## src/rtl/lazy_seq_head_controller_if.sv

```systemverilog
// Request/summary/sequence bundle between the controller and its neighbours.
// Stats counters exist only when SEQ_CTRL_STATS_EN is defined.
interface lazy_seq_head_controller_if #(
  parameter int JOB_LEN_LOG2    = 6,
  parameter int SEQ_LL_BITS     = 8,
  parameter int SEQ_ML_BITS     = 8,
  parameter int SEQ_OFFSET_BITS = 16
);
  logic                       i_job_valid;
  logic                       o_job_ready;
  logic                       i_job_delim;
  logic                       o_match_req;
  logic [JOB_LEN_LOG2-1:0]    o_match_head_ptr;
  logic [JOB_LEN_LOG2-1:0]    o_seq_head_ptr;
  logic                       o_delim;
  logic                       i_summary_done;
  logic [SEQ_LL_BITS-1:0]     i_summary_ll;
  logic [SEQ_ML_BITS-1:0]     i_summary_ml;
  logic [SEQ_OFFSET_BITS-1:0] i_summary_offset;
  logic                       i_summary_eoj;
  logic [SEQ_ML_BITS-1:0]     i_summary_overlap_len;
  logic [JOB_LEN_LOG2-1:0]    i_move_forward;
  logic                       o_seq_valid;
  logic                       i_seq_ready;
  logic [SEQ_LL_BITS-1:0]     o_seq_ll;
  logic [SEQ_ML_BITS-1:0]     o_seq_ml;
  logic [SEQ_OFFSET_BITS-1:0] o_seq_offset;
  logic                       o_seq_eoj;
  logic                       o_seq_delim;
  logic                       o_busy;
`ifdef SEQ_CTRL_STATS_EN
  logic [31:0]                o_stat_seq_cnt;
  logic [31:0]                o_stat_step_cnt;
  logic [31:0]                o_stat_stall_cnt;

  modport master (
    input  i_job_valid, i_job_delim, i_summary_done, i_summary_ll, i_summary_ml,
           i_summary_offset, i_summary_eoj, i_summary_overlap_len, i_move_forward,
           i_seq_ready,
    output o_job_ready, o_match_req, o_match_head_ptr, o_seq_head_ptr, o_delim,
           o_seq_valid, o_seq_ll, o_seq_ml, o_seq_offset, o_seq_eoj, o_seq_delim,
           o_busy, o_stat_seq_cnt, o_stat_step_cnt, o_stat_stall_cnt
  );
  modport slave (
    output i_job_valid, i_job_delim, i_summary_done, i_summary_ll, i_summary_ml,
           i_summary_offset, i_summary_eoj, i_summary_overlap_len, i_move_forward,
           i_seq_ready,
    input  o_job_ready, o_match_req, o_match_head_ptr, o_seq_head_ptr, o_delim,
           o_seq_valid, o_seq_ll, o_seq_ml, o_seq_offset, o_seq_eoj, o_seq_delim,
           o_busy, o_stat_seq_cnt, o_stat_step_cnt, o_stat_stall_cnt
  );
`else
  modport master (
    input  i_job_valid, i_job_delim, i_summary_done, i_summary_ll, i_summary_ml,
           i_summary_offset, i_summary_eoj, i_summary_overlap_len, i_move_forward,
           i_seq_ready,
    output o_job_ready, o_match_req, o_match_head_ptr, o_seq_head_ptr, o_delim,
           o_seq_valid, o_seq_ll, o_seq_ml, o_seq_offset, o_seq_eoj, o_seq_delim,
           o_busy
  );
  modport slave (
    output i_job_valid, i_job_delim, i_summary_done, i_summary_ll, i_summary_ml,
           i_summary_offset, i_summary_eoj, i_summary_overlap_len, i_move_forward,
           i_seq_ready,
    input  o_job_ready, o_match_req, o_match_head_ptr, o_seq_head_ptr, o_delim,
           o_seq_valid, o_seq_ll, o_seq_ml, o_seq_offset, o_seq_eoj, o_seq_delim,
           o_busy
  );
`endif
endinterface

```

## src/rtl/lazy_seq_head_controller.sv

```systemverilog
// Owns per-job seq/match heads, issues one match request at a time, emits sequences.
// Latency: request 1 cycle after job accept/advance; sequence held in EMIT until i_seq_ready.
// Backpressure: stalled EMIT blocks new requests. SEQ_CTRL_STATS_EN adds saturating counters.
module lazy_seq_head_controller #(
  parameter int JOB_LEN_LOG2    = 6,
  parameter int SEQ_LL_BITS     = 8,
  parameter int SEQ_ML_BITS     = 8,
  parameter int SEQ_OFFSET_BITS = 16,
  parameter int MATCH_STEP      = 1
) (
  input  logic                      clk,
  input  logic                      rst_n,
  lazy_seq_head_controller_if.master bus
);
  localparam int JOB_LEN = 1 << JOB_LEN_LOG2;
  localparam int PW      = JOB_LEN_LOG2 + 1;
  // Carry must hold both an overlap length and an out-of-range pointer sum.
  localparam int CW      = (SEQ_ML_BITS > PW) ? SEQ_ML_BITS : PW;
  localparam logic [CW-1:0] JOB_LEN_C = CW'(JOB_LEN);

  typedef enum logic [2:0] {
    ST_IDLE  = 3'd0,
    ST_SKIP  = 3'd1,
    ST_ISSUE = 3'd2,
    ST_WAIT  = 3'd3,
    ST_EMIT  = 3'd4
  } state_t;

  state_t                     state_q, state_d, ret_q, ret_d;
  logic [JOB_LEN_LOG2-1:0]    seq_head_q, seq_head_d, match_head_q, match_head_d;
  logic [CW-1:0]              carry_q, carry_d;
  logic                       delim_q, delim_d;
  logic [SEQ_LL_BITS-1:0]     seq_ll_q, seq_ll_d;
  logic [SEQ_ML_BITS-1:0]     seq_ml_q, seq_ml_d;
  logic [SEQ_OFFSET_BITS-1:0] seq_off_q, seq_off_d;
  logic                       seq_eoj_q, seq_eoj_d, seq_delim_q, seq_delim_d;
  logic [PW-1:0]              sum, step;

  always_ff @(posedge clk or negedge rst_n) begin
    if (!rst_n) begin
      state_q      <= ST_IDLE;
      ret_q        <= ST_IDLE;
      seq_head_q   <= '0;
      match_head_q <= '0;
      carry_q      <= '0;
      delim_q      <= 1'b0;
      seq_ll_q     <= '0;
      seq_ml_q     <= '0;
      seq_off_q    <= '0;
      seq_eoj_q    <= 1'b0;
      seq_delim_q  <= 1'b0;
    end else begin
      state_q      <= state_d;
      ret_q        <= ret_d;
      seq_head_q   <= seq_head_d;
      match_head_q <= match_head_d;
      carry_q      <= carry_d;
      delim_q      <= delim_d;
      seq_ll_q     <= seq_ll_d;
      seq_ml_q     <= seq_ml_d;
      seq_off_q    <= seq_off_d;
      seq_eoj_q    <= seq_eoj_d;
      seq_delim_q  <= seq_delim_d;
    end
  end

  always_comb begin
    state_d      = state_q;
    ret_d        = ret_q;
    seq_head_d   = seq_head_q;
    match_head_d = match_head_q;
    carry_d      = carry_q;
    delim_d      = delim_q;
    seq_ll_d     = seq_ll_q;
    seq_ml_d     = seq_ml_q;
    seq_off_d    = seq_off_q;
    seq_eoj_d    = seq_eoj_q;
    seq_delim_d  = seq_delim_q;
    sum          = {1'b0, seq_head_q} + {1'b0, bus.i_move_forward};
    step         = {1'b0, match_head_q} + PW'(MATCH_STEP);

    case (state_q)
      ST_IDLE: begin
        if (bus.i_job_valid) begin
          delim_d = bus.i_job_delim;
          if (carry_q >= JOB_LEN_C) begin
            state_d = ST_SKIP;
          end else begin
            seq_head_d   = carry_q[JOB_LEN_LOG2-1:0];
            match_head_d = carry_q[JOB_LEN_LOG2-1:0];
            carry_d      = '0;
            state_d      = ST_ISSUE;
          end
        end
      end
      ST_SKIP: begin
        // A match spanning the whole job: consume one job's worth of carry.
        carry_d = delim_q ? '0 : carry_q - JOB_LEN_C;
        state_d = ST_IDLE;
      end
      ST_ISSUE: state_d = ST_WAIT;
      ST_WAIT: begin
        if (bus.i_summary_done) begin
          if (bus.i_summary_eoj || (bus.i_summary_ml != '0 && sum[JOB_LEN_LOG2])) begin
            // Explicit end of job, or a match running past the job end.
            seq_ll_d    = bus.i_summary_ll;
            seq_ml_d    = bus.i_summary_ml;
            seq_off_d   = bus.i_summary_offset;
            seq_eoj_d   = 1'b1;
            seq_delim_d = delim_q;
            if (delim_q)
              carry_d = '0;
            else if (bus.i_summary_eoj)
              carry_d = CW'(bus.i_summary_overlap_len);
            else
              carry_d = CW'(sum) - JOB_LEN_C;
            ret_d   = ST_IDLE;
            state_d = ST_EMIT;
          end else if (bus.i_summary_ml != '0) begin
            seq_ll_d     = bus.i_summary_ll;
            seq_ml_d     = bus.i_summary_ml;
            seq_off_d    = bus.i_summary_offset;
            seq_eoj_d    = 1'b0;
            seq_delim_d  = 1'b0;
            seq_head_d   = sum[JOB_LEN_LOG2-1:0];
            match_head_d = sum[JOB_LEN_LOG2-1:0];
            ret_d        = ST_ISSUE;
            state_d      = ST_EMIT;
          end else if (step[JOB_LEN_LOG2]) begin
            // Ran off the end with no match: flush remaining bytes as literals.
            seq_ll_d    = SEQ_LL_BITS'(JOB_LEN) - SEQ_LL_BITS'(seq_head_q);
            seq_ml_d    = '0;
            seq_off_d   = '0;
            seq_eoj_d   = 1'b1;
            seq_delim_d = delim_q;
            carry_d     = '0;
            ret_d       = ST_IDLE;
            state_d     = ST_EMIT;
          end else begin
            match_head_d = step[JOB_LEN_LOG2-1:0];
            state_d      = ST_ISSUE;
          end
        end
      end
      ST_EMIT: begin
        if (bus.i_seq_ready) state_d = ret_q;
      end
      default: state_d = ST_IDLE;
    endcase
  end

  assign bus.o_job_ready      = (state_q == ST_IDLE);
  assign bus.o_match_req      = (state_q == ST_ISSUE);
  assign bus.o_match_head_ptr = match_head_q;
  assign bus.o_seq_head_ptr   = seq_head_q;
  assign bus.o_delim          = delim_q;
  assign bus.o_seq_valid      = (state_q == ST_EMIT);
  assign bus.o_seq_ll         = seq_ll_q;
  assign bus.o_seq_ml         = seq_ml_q;
  assign bus.o_seq_offset     = seq_off_q;
  assign bus.o_seq_eoj        = seq_eoj_q;
  assign bus.o_seq_delim      = seq_delim_q;
  assign bus.o_busy           = (state_q != ST_IDLE);

`ifdef SEQ_CTRL_STATS_EN
  logic [31:0] stat_seq_q, stat_step_q, stat_stall_q;
  logic        step_evt;

  assign step_evt = (state_q == ST_WAIT) && bus.i_summary_done && !bus.i_summary_eoj &&
                    (bus.i_summary_ml == '0) && !step[JOB_LEN_LOG2];

  always_ff @(posedge clk or negedge rst_n) begin
    if (!rst_n) begin
      stat_seq_q   <= '0;
      stat_step_q  <= '0;
      stat_stall_q <= '0;
    end else begin
      if (state_q == ST_EMIT && bus.i_seq_ready && stat_seq_q != '1)
        stat_seq_q <= stat_seq_q + 32'd1;
      if (step_evt && stat_step_q != '1)
        stat_step_q <= stat_step_q + 32'd1;
      if (state_q == ST_EMIT && !bus.i_seq_ready && stat_stall_q != '1)
        stat_stall_q <= stat_stall_q + 32'd1;
    end
  end

  assign bus.o_stat_seq_cnt   = stat_seq_q;
  assign bus.o_stat_step_cnt  = stat_step_q;
  assign bus.o_stat_stall_cnt = stat_stall_q;
`endif
endmodule

```

## src/flat_wrapper.sv

```systemverilog
// flat-port wrapper written by rule: the top's interface ports become plain ports
module lazy_seq_head_controller_flat 
#(
  parameter int JOB_LEN_LOG2    = 6,
  parameter int SEQ_LL_BITS     = 8,
  parameter int SEQ_ML_BITS     = 8,
  parameter int SEQ_OFFSET_BITS = 16,
  parameter int MATCH_STEP      = 1
)
  (clk, rst_n, bus_i_job_valid, bus_i_job_delim, bus_i_summary_done, bus_i_summary_ll, bus_i_summary_ml, bus_i_summary_offset, bus_i_summary_eoj, bus_i_summary_overlap_len, bus_i_move_forward, bus_i_seq_ready, bus_o_job_ready, bus_o_match_req, bus_o_match_head_ptr, bus_o_seq_head_ptr, bus_o_delim, bus_o_seq_valid, bus_o_seq_ll, bus_o_seq_ml, bus_o_seq_offset, bus_o_seq_eoj, bus_o_seq_delim, bus_o_busy);
  lazy_seq_head_controller_if #(.JOB_LEN_LOG2(JOB_LEN_LOG2), .SEQ_LL_BITS(SEQ_LL_BITS), .SEQ_ML_BITS(SEQ_ML_BITS), .SEQ_OFFSET_BITS(SEQ_OFFSET_BITS)) bus_i ();
  input  logic clk;
  input  logic rst_n;
  input wire logic [$bits(bus_i.i_job_valid)-1:0] bus_i_job_valid;
  input wire logic [$bits(bus_i.i_job_delim)-1:0] bus_i_job_delim;
  input wire logic [$bits(bus_i.i_summary_done)-1:0] bus_i_summary_done;
  input wire logic [$bits(bus_i.i_summary_ll)-1:0] bus_i_summary_ll;
  input wire logic [$bits(bus_i.i_summary_ml)-1:0] bus_i_summary_ml;
  input wire logic [$bits(bus_i.i_summary_offset)-1:0] bus_i_summary_offset;
  input wire logic [$bits(bus_i.i_summary_eoj)-1:0] bus_i_summary_eoj;
  input wire logic [$bits(bus_i.i_summary_overlap_len)-1:0] bus_i_summary_overlap_len;
  input wire logic [$bits(bus_i.i_move_forward)-1:0] bus_i_move_forward;
  input wire logic [$bits(bus_i.i_seq_ready)-1:0] bus_i_seq_ready;
  output wire logic [$bits(bus_i.o_job_ready)-1:0] bus_o_job_ready;
  output wire logic [$bits(bus_i.o_match_req)-1:0] bus_o_match_req;
  output wire logic [$bits(bus_i.o_match_head_ptr)-1:0] bus_o_match_head_ptr;
  output wire logic [$bits(bus_i.o_seq_head_ptr)-1:0] bus_o_seq_head_ptr;
  output wire logic [$bits(bus_i.o_delim)-1:0] bus_o_delim;
  output wire logic [$bits(bus_i.o_seq_valid)-1:0] bus_o_seq_valid;
  output wire logic [$bits(bus_i.o_seq_ll)-1:0] bus_o_seq_ll;
  output wire logic [$bits(bus_i.o_seq_ml)-1:0] bus_o_seq_ml;
  output wire logic [$bits(bus_i.o_seq_offset)-1:0] bus_o_seq_offset;
  output wire logic [$bits(bus_i.o_seq_eoj)-1:0] bus_o_seq_eoj;
  output wire logic [$bits(bus_i.o_seq_delim)-1:0] bus_o_seq_delim;
  output wire logic [$bits(bus_i.o_busy)-1:0] bus_o_busy;
  assign bus_i.i_job_valid = bus_i_job_valid;
  assign bus_i.i_job_delim = bus_i_job_delim;
  assign bus_i.i_summary_done = bus_i_summary_done;
  assign bus_i.i_summary_ll = bus_i_summary_ll;
  assign bus_i.i_summary_ml = bus_i_summary_ml;
  assign bus_i.i_summary_offset = bus_i_summary_offset;
  assign bus_i.i_summary_eoj = bus_i_summary_eoj;
  assign bus_i.i_summary_overlap_len = bus_i_summary_overlap_len;
  assign bus_i.i_move_forward = bus_i_move_forward;
  assign bus_i.i_seq_ready = bus_i_seq_ready;
  assign bus_o_job_ready = bus_i.o_job_ready;
  assign bus_o_match_req = bus_i.o_match_req;
  assign bus_o_match_head_ptr = bus_i.o_match_head_ptr;
  assign bus_o_seq_head_ptr = bus_i.o_seq_head_ptr;
  assign bus_o_delim = bus_i.o_delim;
  assign bus_o_seq_valid = bus_i.o_seq_valid;
  assign bus_o_seq_ll = bus_i.o_seq_ll;
  assign bus_o_seq_ml = bus_i.o_seq_ml;
  assign bus_o_seq_offset = bus_i.o_seq_offset;
  assign bus_o_seq_eoj = bus_i.o_seq_eoj;
  assign bus_o_seq_delim = bus_i.o_seq_delim;
  assign bus_o_busy = bus_i.o_busy;
  lazy_seq_head_controller #(.JOB_LEN_LOG2(JOB_LEN_LOG2), .SEQ_LL_BITS(SEQ_LL_BITS), .SEQ_ML_BITS(SEQ_ML_BITS), .SEQ_OFFSET_BITS(SEQ_OFFSET_BITS), .MATCH_STEP(MATCH_STEP)) u_core (.clk(clk), .rst_n(rst_n), .bus(bus_i));
endmodule
```

## config.mk

```make
export PLATFORM = sky130hd
export DESIGN_NAME = lazy_seq_head_controller_flat
export DESIGN_NICKNAME = d
export VERILOG_FILES = /design/src/rtl/lazy_seq_head_controller_if.sv /design/src/rtl/lazy_seq_head_controller.sv /design/src/flat_wrapper.sv
export SDC_FILE = /design/constraint.sdc
export NUM_CORES = 1
export LEC_CHECK = 0
export ABC_AREA = 1
export CAP_MARGIN = 20
export CORE_MARGIN = 3
export CORE_UTILIZATION = 49
export CTS_BUF_LIST = sky130_fd_sc_hd__clkbuf_2 sky130_fd_sc_hd__clkbuf_4 sky130_fd_sc_hd__clkbuf_8
export CTS_CLUSTER_SIZE = 10
export DETAILED_ROUTE_END_ITERATION = 6
export HOLD_SLACK_MARGIN = 0.03
export PLACE_DENSITY = 0.91
export REMOVE_ABC_BUFFERS = 1
export SKIP_LAST_GASP = 1
export SLEW_MARGIN = 20
export SYNTH_ARGS = -nofsm -noshare
export SYNTH_HDL_FRONTEND = slang
export SYNTH_SLANG_ARGS = --single-unit
```

## constraint.sdc

```tcl
create_clock -name clk -period 2.4 [get_ports clk]
set_input_delay 0.48 -clock clk [delete_from_list [all_inputs] [get_ports clk]]
set_output_delay 0.48 -clock clk [all_outputs]
set_load 0.02 [all_outputs]
```

==> flow_summary_export.csv, run 1 <==
group,metric,value,unit
run_status,status,"finished clean",
routing,vias_per_cell,5.25,
logic_synthesis,synth_seq_cells,59,
logic_synthesis,syn_area,3530,um2
cts,cts_setup_buffers,0,
global_route,grtUsageTotal,24.5,%
logic_synthesis,synth_cells,455,
cts,clkSlewWorstSetupHoldPaths,0.07,ns
finish,design_area,4900,um2
sta,fmax,428,MHz
global_route,gr-total-overflow,0,
sta,slew_viol_final,0,
placement,port_buffers,103,
cts,clk_latency,0.34,ns
global_route,grt_first_pass_wirelength,16.5,mm
logic_synthesis,yosys_warnings,0,
floorplan,core,6910,um2
global_route,grt_max_degree,30,
finish,synthToLayoutAreaGrowth,38.5,%
finish,layout.nets,632,
logic_synthesis,synth_seq_area_share,41.8,%
logic_synthesis,synth_adder_area_share,3.75,%
logic_synthesis,synth.area.top_cells,"dfrtp_1, nand2_1, nand3_1",
power,cellPowerDensity,1230,nW/um2
run,cap_violations,0,
worst_setup_path,crit_type,"reg2out",
routing,ant_nets,0,
floorplan,start_util,51.2,%
sta,period_needed,2.34,ns
floorplan,rows,30,
sta,worst_slack,0.0638,ns
routing,drt-wirelength-per-cell,14.8,um
cts,cts_tree,"done",
sta,setup_violations,0,
routing,route.detailed.drc,0,
power,cellLeakagePower,2.41,nW
floorplan,die_h,90.9,um
logic_synthesis,synth_largest_area_cell,"dfrtp_1",
worst_setup_path,cp.arrival,1.86,ns
logic_synthesis,syn_avg_cell_area,7.77,um2
sta,worst_pin_slew,0.381,ns
cts,cts.sinks,59,
floorplan,die_area,8270,um2
sta,finalHoldViolCount,0,
floorplan,io_pins,104,
worst_setup_path,path_cells,"inv_1 > nand2_2 > nor2_4 > clkdlybuf4s50_1",
min_path,hp-class,"reg2reg",
sta,skew,0.00646,ns
placement,gp_congestion,0.956,
global_route,grt_pass1_vias,3394,
worst_setup_path,worstPathMaxFanout,7,
worst_setup_path,critPathLaunchType,"flip-flop",
worst_setup_path,worstPathRequired,1.92,ns
logic_synthesis,synth_compound_gate_area_share,8.14,%
sta,tns,0,ns
logic_synthesis,synth_top_family_by_area,"simple AND/OR/NAND/NOR gates",
sta,relSlewSlack,74.6,%
routing,drt-pass1-iter-count,5,
placement,post_dp_cell_area,4680,um2
logic_synthesis,synthSimpleGateAreaFrac,36.0,%
logic_synthesis,ys_types,36,
cts,cts_buffer_depth,2,
cts,cts_buffers,9,
finish,stdcell_count,670,
placement,pre_cts_slack,-0.0979,ns
finish,final_layout_size_suffix_gt1_share,13.9,%
worst_setup_path,cpPeakStageDelay,0.66,ns
cts,htree_levels,3,
cts,root_buffer,"clkbuf_8",
placement,placed_cells,653,
sta,fin_crit_sh,97.3,%
finish,diodes,0,
placement,dp_hpwl,7.54,mm
min_path,hold_depth,2,
worst_setup_path,crit_slowest_cell,"clkdlybuf4s50_1",
routing,drt_iter0_markers,294,
logic_synthesis,synth_xor_xnor_area_share,2.23,%
logic_synthesis,yosysTopAreaCellShare,41.8,%
worst_setup_path,reg2reg_depth,10,
logic_synthesis,synth_mux_area_share,0.283,%
routing,routed_wl,9.89,mm
routing,vias,3520,
global_route,antenna_found_initial,0,
sta,rsz0062_at_grt,"yes",
worst_setup_path,cp-end-kind,"output port",
floorplan,fp.dieW,90.9,um
power,ir_drop,0.587,mV
## registers in the layout (all words and copies together), names as in the netlist
signal	flops
u_core.bus.o_seq_ml	8
u_core.state_q	3
u_core.bus.o_seq_eoj	1
u_core.bus.o_delim	1
u_core.carry_q	8
u_core.ret_q	1
u_core.bus.o_seq_offset	16
u_core.bus.o_seq_head_ptr	6
u_core.bus.o_seq_delim	1
u_core.bus.o_match_head_ptr	6
u_core.bus.o_seq_ll	8
## per-layer routing
metal / vias to the layer above / global-route usage [%] / part of all wire (%)
li1: 1686 / - / -
met1: 1641 / 31.4 / 41
met2: 171 / 41.1 / 50
met3: 22 / 4.81 / 6.3
met4: 0 / 8.67 / 2.5
met5: - / 0 / 0
## report_power, final
part | leakage (nW) | total, mW | internal (mW) | switching, mW
Combinational | 1.55 | 3.42 | 1.44 | 1.98
Sequential | 0.765 | 1.70 | 1.39 | 0.302
Clock | 0.102 | 0.925 | 0.507 | 0.418
Total | 2.41 | 6.05 | 3.34 | 2.70
## stage by stage
stage                     hold WS [ns]  power, mW  util, %
after global routing             0.484       6.46     70.9
after CTS                        0.456       6.04     70.8
after floorplan                  0.184       3.65        -
final                            0.475       6.05     70.9
after detailed placement         0.286       5.09     67.8
after global placement           0.283       4.98     67.8
## worst paths after layout
path                                                     startpoint                                  endpoint  slack [ns]
max in group asynchronous                                     rst_n    u_core.bus.o_seq_offset[7]$_DFFE_PN0P_        1.35
min in group asynchronous                                     rst_n        u_core.bus.o_seq_ll[7]$_DFFE_PN0P_        0.48
hold / removal                   u_core.bus.o_seq_ml[6]$_DFFE_PN0P_        u_core.bus.o_seq_ml[6]$_DFFE_PN0P_        0.47
setup reg to reg           u_core.bus.o_seq_head_ptr[0]$_DFFE_PN0P_  u_core.bus.o_seq_head_ptr[0]$_DFFE_PN0P_        0.33
hold reg to reg                  u_core.bus.o_seq_ml[6]$_DFFE_PN0P_        u_core.bus.o_seq_ml[6]$_DFFE_PN0P_        0.47
setup / recovery                      u_core.state_q[1]$_DFFE_PN0P_                           bus_o_job_ready        0.06
## placed cells by master (no fill, tap or decap), types with 10 or more instances in the layout
master           instances
nand3_1                 25
clkdlybuf4s50_1        102
dfrtp_1                 59
nand3_2                 11
buf_4                   13
nand2_1                171
nand2_2                 11
nor2_1                  24
inv_1                   33
o21ai_0                 25
clkbuf_8                10
## synth_stat cells, drive strengths merged
cell type / n
nand2: 185
nor3: 8
o21ai: 39
dfrtp: 59
ha: 9
xor2: 9
o21bai: 1
nand3b: 2
fa: 1
o211ai: 1
o22a: 1
buf: 14
nand3: 38
inv: 41
o21a: 1
nor2: 30
a21oi: 7
clkbuf: 1
o31ai: 1
mux2i: 1
nand4: 6
## timing repair
item	in CTS	in global routing
gates resized for setup	0	1
hold buffers	1	0
endpoints found under the hold margin	2	0
setup endpoints to repair	0	1
## area by class of cell
| type | count | area (um2) |
|---|---|---|
| well taps | 96 | 120 |
| fillers | 529 | 2010 |
| clock buffers | 10 | 138 |
| inverters | 41 | 159 |
| clock inverters | 6 | 65.1 |
| flip-flops and latches | 59 | 1480 |
| multi-input cells | 340 | 1790 |
| repair buffers | 118 | 1150 |
## critical path: cells and delay by family, from the launching register on
kind	cells	cell delay, ns
buf+inv	2	0.81
flops	1	0.41
simple gates	2	0.30
## cells by family (layout without fill, tap and decap cells)
| logic type | after synthesis | after routing |
|---|---|---|
| simple gates | 269 | 269 |
| buf+inv | 56 | 175 |
| mux | 1 | 1 |
| fa+ha+maj | 10 | 10 |
| xor+xnor | 9 | 9 |
| flops | 59 | 59 |
| compound gates | 51 | 51 |
Note: power is estimated with default switching activity, not from simulation.
==> run 2, diff against run 1 <==
--- a/config.mk
+++ b/config.mk
@@ -8,12 +8,12 @@
 export ABC_AREA = 1
 export CAP_MARGIN = 20
 export CORE_MARGIN = 3
-export CORE_UTILIZATION = 49
+export CORE_UTILIZATION = 53
 export CTS_BUF_LIST = sky130_fd_sc_hd__clkbuf_2 sky130_fd_sc_hd__clkbuf_4 sky130_fd_sc_hd__clkbuf_8
 export CTS_CLUSTER_SIZE = 10
 export DETAILED_ROUTE_END_ITERATION = 6
 export HOLD_SLACK_MARGIN = 0.03
-export PLACE_DENSITY = 0.91
+export PLACE_DENSITY = 0.95
 export REMOVE_ABC_BUFFERS = 1
 export SKIP_LAST_GASP = 1
 export SLEW_MARGIN = 20
==> constraint.sdc (replaced) <==
create_clock -name clk -period 2.9 [get_ports clk]
set_input_delay 0.58 -clock clk [delete_from_list [all_inputs] [get_ports clk]]
set_output_delay 0.58 -clock clk [all_outputs]
set_load 0.02 [all_outputs]
==> run 2 against run 1 <==
  * Sequential cell count did not move
  * Cell count fell by 4.2%
  * Clock skew rose by 0.0034 ns
  * Setup slack improved by 0.41 ns
  * Sequential share of layout area rose by 0.47 points
  * Clock-buffer cell count did not move
  * Wire length rose by 3.2%
  * Worst hold slack got worse by 0.23 ns
  * Die area fell by 7.1%
  * Critical path depth did not move
  * First-iteration DRC count fell by 5.4%
  * Critical path type unchanged
==> flow_summary_export.csv, run 2 (synthesized netlist as in run 1, its figures left out) <==
group,metric,value,unit
sta,period_needed,2.42,ns
routing,routed_wl,10.2,mm
cts,post_cts_resized,0,
placement,placed_cells,626,
power,cellLeakagePower,2.38,nW
floorplan,io_pins,104,
finish,layout.nets,623,
cts,clk_latency,0.34,ns
finish,layout_common_cells,"nand2_1, clkdlybuf4s50_1, dfrtp_1, inv_1",
sta,fin_crit_sh,83.6,%
floorplan,rows,29,
finish,final_layout_size_suffix_gt1_share,12.6,%
cts,htree_levels,3,
routing,route.detailed.drc,0,
cts,cts_setup_buffers,0,
worst_setup_path,cp-end-kind,"output port",
cts,cts_buffer_depth,2,
finish,final_common_cell,"nand2_1",
floorplan,core,6420,um2
floorplan,die_h,87.7,um
cts,hold_buffers,0,
sta,relSlewSlack,57.7,%
placement,pre_cts_slack,0.159,ns
worst_setup_path,critPathLaunchType,"flip-flop",
power,ir_drop,0.588,mV
sta,tns,0,ns
routing,drt-pass1-iter-count,6,
floorplan,fp.dieW,87.7,um
sta,skew,0.00987,ns
global_route,gr-total-overflow,0,
cts,root_buffer,"clkbuf_8",
sta,worst_pin_slew,0.635,ns
run_status,status,"finished clean",
sta,finalHoldViolCount,0,
global_route,antenna_found_initial,0,
routing,drt_iter0_markers,278,
run,cap_violations,0,
placement,gp_congestion,0.967,
cts,cts_buffers,9,
placement,dp_hpwl,7.48,mm
routing,ant_nets,0,
global_route,grtUsageTotal,27.2,%
global_route,met1_usage,34.3,%
finish,synthToLayoutAreaGrowth,36.4,%
floorplan,start_util,55.0,%
global_route,grt_util_met2,46.8,%
routing,vias,3540,
finish,largest_register_ffs,16,
sta,setup_violations,0,
worst_setup_path,cp.arrival,1.84,ns
min_path,hp-class,"in2async",
sta,slew_viol_final,0,
global_route,grt_use_met3,3.01,%
power,cellPowerDensity,1050,nW/um2
placement,port_buffers,103,
sta,fmax,412,MHz
cts,cts_tree,"done",
sta,worst_hold_slack,0.247,ns
worst_setup_path,crit_type,"reg2out",
cts,cts.sinks,59,
global_route,busiest_layer,"met2",
finish,diodes,0,
finish,stdcell_count,642,
global_route,grt_pass1_vias,3494,
floorplan,die_area,7690,um2
sta,rsz0062_at_grt,"no",
global_route,grt_first_pass_wirelength,16.4,mm
cts,clkSlewWorstSetupHoldPaths,0.08,ns
worst_setup_path,worstPathRequired,2.32,ns
worst_setup_path,worstPathMaxFanout,7,
sta,worst_slack,0.475,ns
finish,final.fill_count,445,
routing,drt-wirelength-per-cell,15.9,um
global_route,grt_max_degree,39,
routing,vias_per_cell,5.51,
[run 2: routing by layer]
metal  routed length [um]  up-vias
met3                  546       31
met2                 5260      150
met5                    0        -
met1                 4060     1695
met4                  333        0
li1                     -     1664
[run 2: cell type report]
cell class              instances  area (um2)  share of cell area (%)
multi-input cells             340        1780                    36.9
flip-flops and latches         59        1480                    30.6
repair buffers                109        1080                    22.5
inverters                      41         159                    3.30
clock buffers                  10         138                    2.85
well taps                      77        96.3                    2.00
clock inverters                 6        88.8                    1.84
[run 2: metrics by stage]
stage                     power [mW]  util, %  cell area, um2
after floorplan                 3.02        -            3420
after CTS                       5.03     75.1            4820
after global placement          4.03     71.6            4600
final                           5.04     75.1            4820
after global routing            5.37     75.1            4820
after detailed placement        4.14     71.6            4600
[run 2: path summary, 6_finish.rpt]
check	depth (start not counted)	slack, ns	to	startpoint
max	4	0.48	bus_o_job_ready	u_core.state_q[1]$_DFFE_PN0P_
min	1	0.25	u_core.bus.o_seq_offset[8]$_DFFE_PN0P_	rst_n
max reg2reg	9	0.69	u_core.bus.o_seq_head_ptr[0]$_DFFE_PN0P_	u_core.bus.o_seq_head_ptr[0]$_DFFE_PN0P_
min reg2reg	2	0.47	u_core.carry_q[3]$_DFFE_PN0P_	u_core.carry_q[3]$_DFFE_PN0P_
max in group asynchronous	2	1.93	u_core.bus.o_seq_offset[4]$_DFFE_PN0P_	rst_n
min in group clk	2	0.47	u_core.carry_q[3]$_DFFE_PN0P_	u_core.carry_q[3]$_DFFE_PN0P_
[run 2: critical path: stages, from the launching register on]
cell and delay (ns):
dfrtp_1 0.41, inv_1 0.14, nand2_2 0.09, nor2_4 0.21, clkdlybuf4s50_1 0.66
[run 2: power breakdown]
| part | internal, mW | switching (mW) |
|---|---|---|
| sequential | 1.15 | 0.251 |
| combinational | 1.12 | 1.66 |
| clock | 0.507 | 0.355 |
| total | 2.78 | 2.26 |
==> run 3, diff against run 2 <==
--- a/config.mk
+++ b/config.mk
@@ -8,12 +8,12 @@
 export ABC_AREA = 1
 export CAP_MARGIN = 20
 export CORE_MARGIN = 3
-export CORE_UTILIZATION = 53
+export CORE_UTILIZATION = 49
 export CTS_BUF_LIST = sky130_fd_sc_hd__clkbuf_2 sky130_fd_sc_hd__clkbuf_4 sky130_fd_sc_hd__clkbuf_8
 export CTS_CLUSTER_SIZE = 10
 export DETAILED_ROUTE_END_ITERATION = 6
 export HOLD_SLACK_MARGIN = 0.03
-export PLACE_DENSITY = 0.95
+export PLACE_DENSITY = 0.91
 export REMOVE_ABC_BUFFERS = 1
 export SKIP_LAST_GASP = 1
 export SLEW_MARGIN = 20
==> constraint.sdc (replaced) <==
create_clock -name clk -period 2.3 [get_ports clk]
set_input_delay 0.46 -clock clk [delete_from_list [all_inputs] [get_ports clk]]
set_output_delay 0.46 -clock clk [all_outputs]
set_load 0.02 [all_outputs]
==> run 3 against run 2 <==
  * Highest routed layer unchanged
  * Worst hold slack lost 0.22 ns
  * Critical endpoint is now bus_o_match_req
  * First-iteration DRC count rose by 1.1%
  * Die area rose by 7.6%
==> flow_summary_export.csv, run 3 (synthesized netlist as in run 1, its figures left out) <==
group,metric,value,unit
worst_setup_path,cp-end-kind,"output port",
global_route,gr-total-overflow,0,
global_route,grt_first_pass_wirelength,16.7,mm
floorplan,die_h,90.9,um
cts,cts_buffers,9,
floorplan,io_pins,104,
finish,final_layout_size_suffix_gt1_share,14.9,%
run,cap_violations,0,
cts,cts_tree,"done",
routing,vias,3523,
floorplan,start_util,51.2,%
sta,slew_viol_final,0,
routing,ant_nets,0,
power,cellLeakagePower,2.47,nW
finish,layout_common_cells,"nand2_1, clkdlybuf4s50_1, dfrtp_1, inv_1",
finish,final_common_cell,"nand2_1",
floorplan,fp.dieW,90.9,um
min_path,hp-class,"in2async",
routing,routed_wl,10.2,mm
routing,drt_iter0_markers,281,
finish,layout.nets,637,
finish,synthToLayoutAreaGrowth,40.5,%
cts,cts_buffer_depth,2,
sta,relSlewSlack,73.1,%
worst_setup_path,crit_type,"reg2out",
sta,finalHoldViolCount,0,
sta,skew,0.0115,ns
finish,diodes,0,
power,ir_drop,0.742,mV
worst_setup_path,critPathLaunchType,"flip-flop",
sta,worst_hold_slack,0.0245,ns
worst_setup_path,worstPathRequired,1.84,ns
routing,vias_per_cell,5.22,
cts,htree_levels,3,
global_route,grt_max_degree,29,
floorplan,die_area,8270,um2
global_route,antenna_found_initial,0,
routing,route.detailed.drc,0,
cts,hold_buffers,0,
cts,clk_latency,0.35,ns
cts,clkSlewWorstSetupHoldPaths,0.08,ns
floorplan,core,6910,um2
cts,root_buffer,"clkbuf_8",
placement,gp_congestion,0.957,
cts,cts.sinks,59,
finish,design_area,4970,um2
global_route,grtUsageTotal,25.0,%
finish,largest_register_ffs,16,
sta,worst_pin_slew,0.404,ns
placement,dp_hpwl,7.85,mm
floorplan,rows,30,
sta,fmax,437,MHz
sta,fin_crit_sh,99.6,%
sta,period_needed,2.29,ns
placement,port_buffers,103,
run_status,status,"finished clean",
global_route,grt_pass1_vias,3457,
sta,setup_violations,0,
worst_setup_path,cp.arrival,1.83,ns
power,power.total,6.47,mW
power,cellPowerDensity,1300,nW/um2
routing,drt-pass1-iter-count,5,
worst_setup_path,worstPathMaxFanout,6,
placement,post_dp_cell_area,4720,um2
routing,drt-wirelength-per-cell,15.1,um
sta,rsz0062_at_grt,"yes",
==> run 3: worst max-delay path, cell delays in order, from the launching register on <==
cell and delay, ns:
dfrtp_1 0.49, nor3_2 0.34, clkdlybuf4s50_1 0.67
==> run 3: final timing paths <==
kind / start / end / slack [ns] / cells after the start
setup / recovery: u_core.state_q[0]$_DFFE_PN0P_ / bus_o_match_req / 0.01 / 2
setup reg to reg: u_core.bus.o_match_head_ptr[1]$_DFFE_PN0P_ / u_core.bus.o_seq_delim$_DFFE_PN0P_ / 0.24 / 8
min in group clk: u_core.carry_q[0]$_DFFE_PN0P_ / u_core.carry_q[0]$_DFFE_PN0P_ / 0.47 / 2
hold reg to reg: u_core.carry_q[0]$_DFFE_PN0P_ / u_core.carry_q[0]$_DFFE_PN0P_ / 0.47 / 2
max in group asynchronous: rst_n / u_core.carry_q[2]$_DFFE_PN0P_ / 1.55 / 2
hold / removal: rst_n / u_core.bus.o_seq_ll[7]$_DFFE_PN0P_ / 0.02 / 1
==> run 3: power by group <==
part | internal, mW | switching, mW | total (mW)
logic | 1.52 | 2.09 | 3.61
registers | 1.45 | 0.325 | 1.78
clock network | 0.619 | 0.456 | 1.08
==> run 3: layer usage <==
| layer | wire length [um] | track usage [%] | up-vias |
|---|---|---|---|
| met5 | 0 | 0 | - |
| met3 | 589 | 4.64 | 26 |
| met2 | 5110 | 41.4 | 146 |
| met4 | 285 | 9.92 | 0 |
| li1 | - | - | 1696 |
| met1 | 4220 | 32.4 | 1655 |
==> run 3: area by class of cell <==
cell class	count	area [um2]
Timing Repair Buffer	123	1200
Sequential cell	59	1480
Tap cell	96	120
Inverter	41	159
Multi-Input combinational cell	340	1790
Clock inverter	7	100
Clock buffer	9	124
Fill cell	510	1940
==> run 3: metrics by stage <==
stage	worst slack, ns	instances	setup TNS, ns	util (%)
3_5_place_dp	-0.188	657	-2.29	68.4
6_report	0.00971	675	0	71.9
4_1_cts	-0.0411	673	-0.0411	71.6
5_1_grt	-0.0693	675	-0.0693	71.9
2_1_floorplan	-0.245	440	-7.78	-
3_3_place_gp	-0.114	657	-1.17	68.4
==> run 3: timing repair <==
| item | in CTS | in global routing |
|---|---|---|
| setup buffers | 0 | 2 |
| endpoints found under the setup margin | 3 | 4 |
| pin swaps | 0 | 1 |
| gates resized for setup | 2 | 2 |
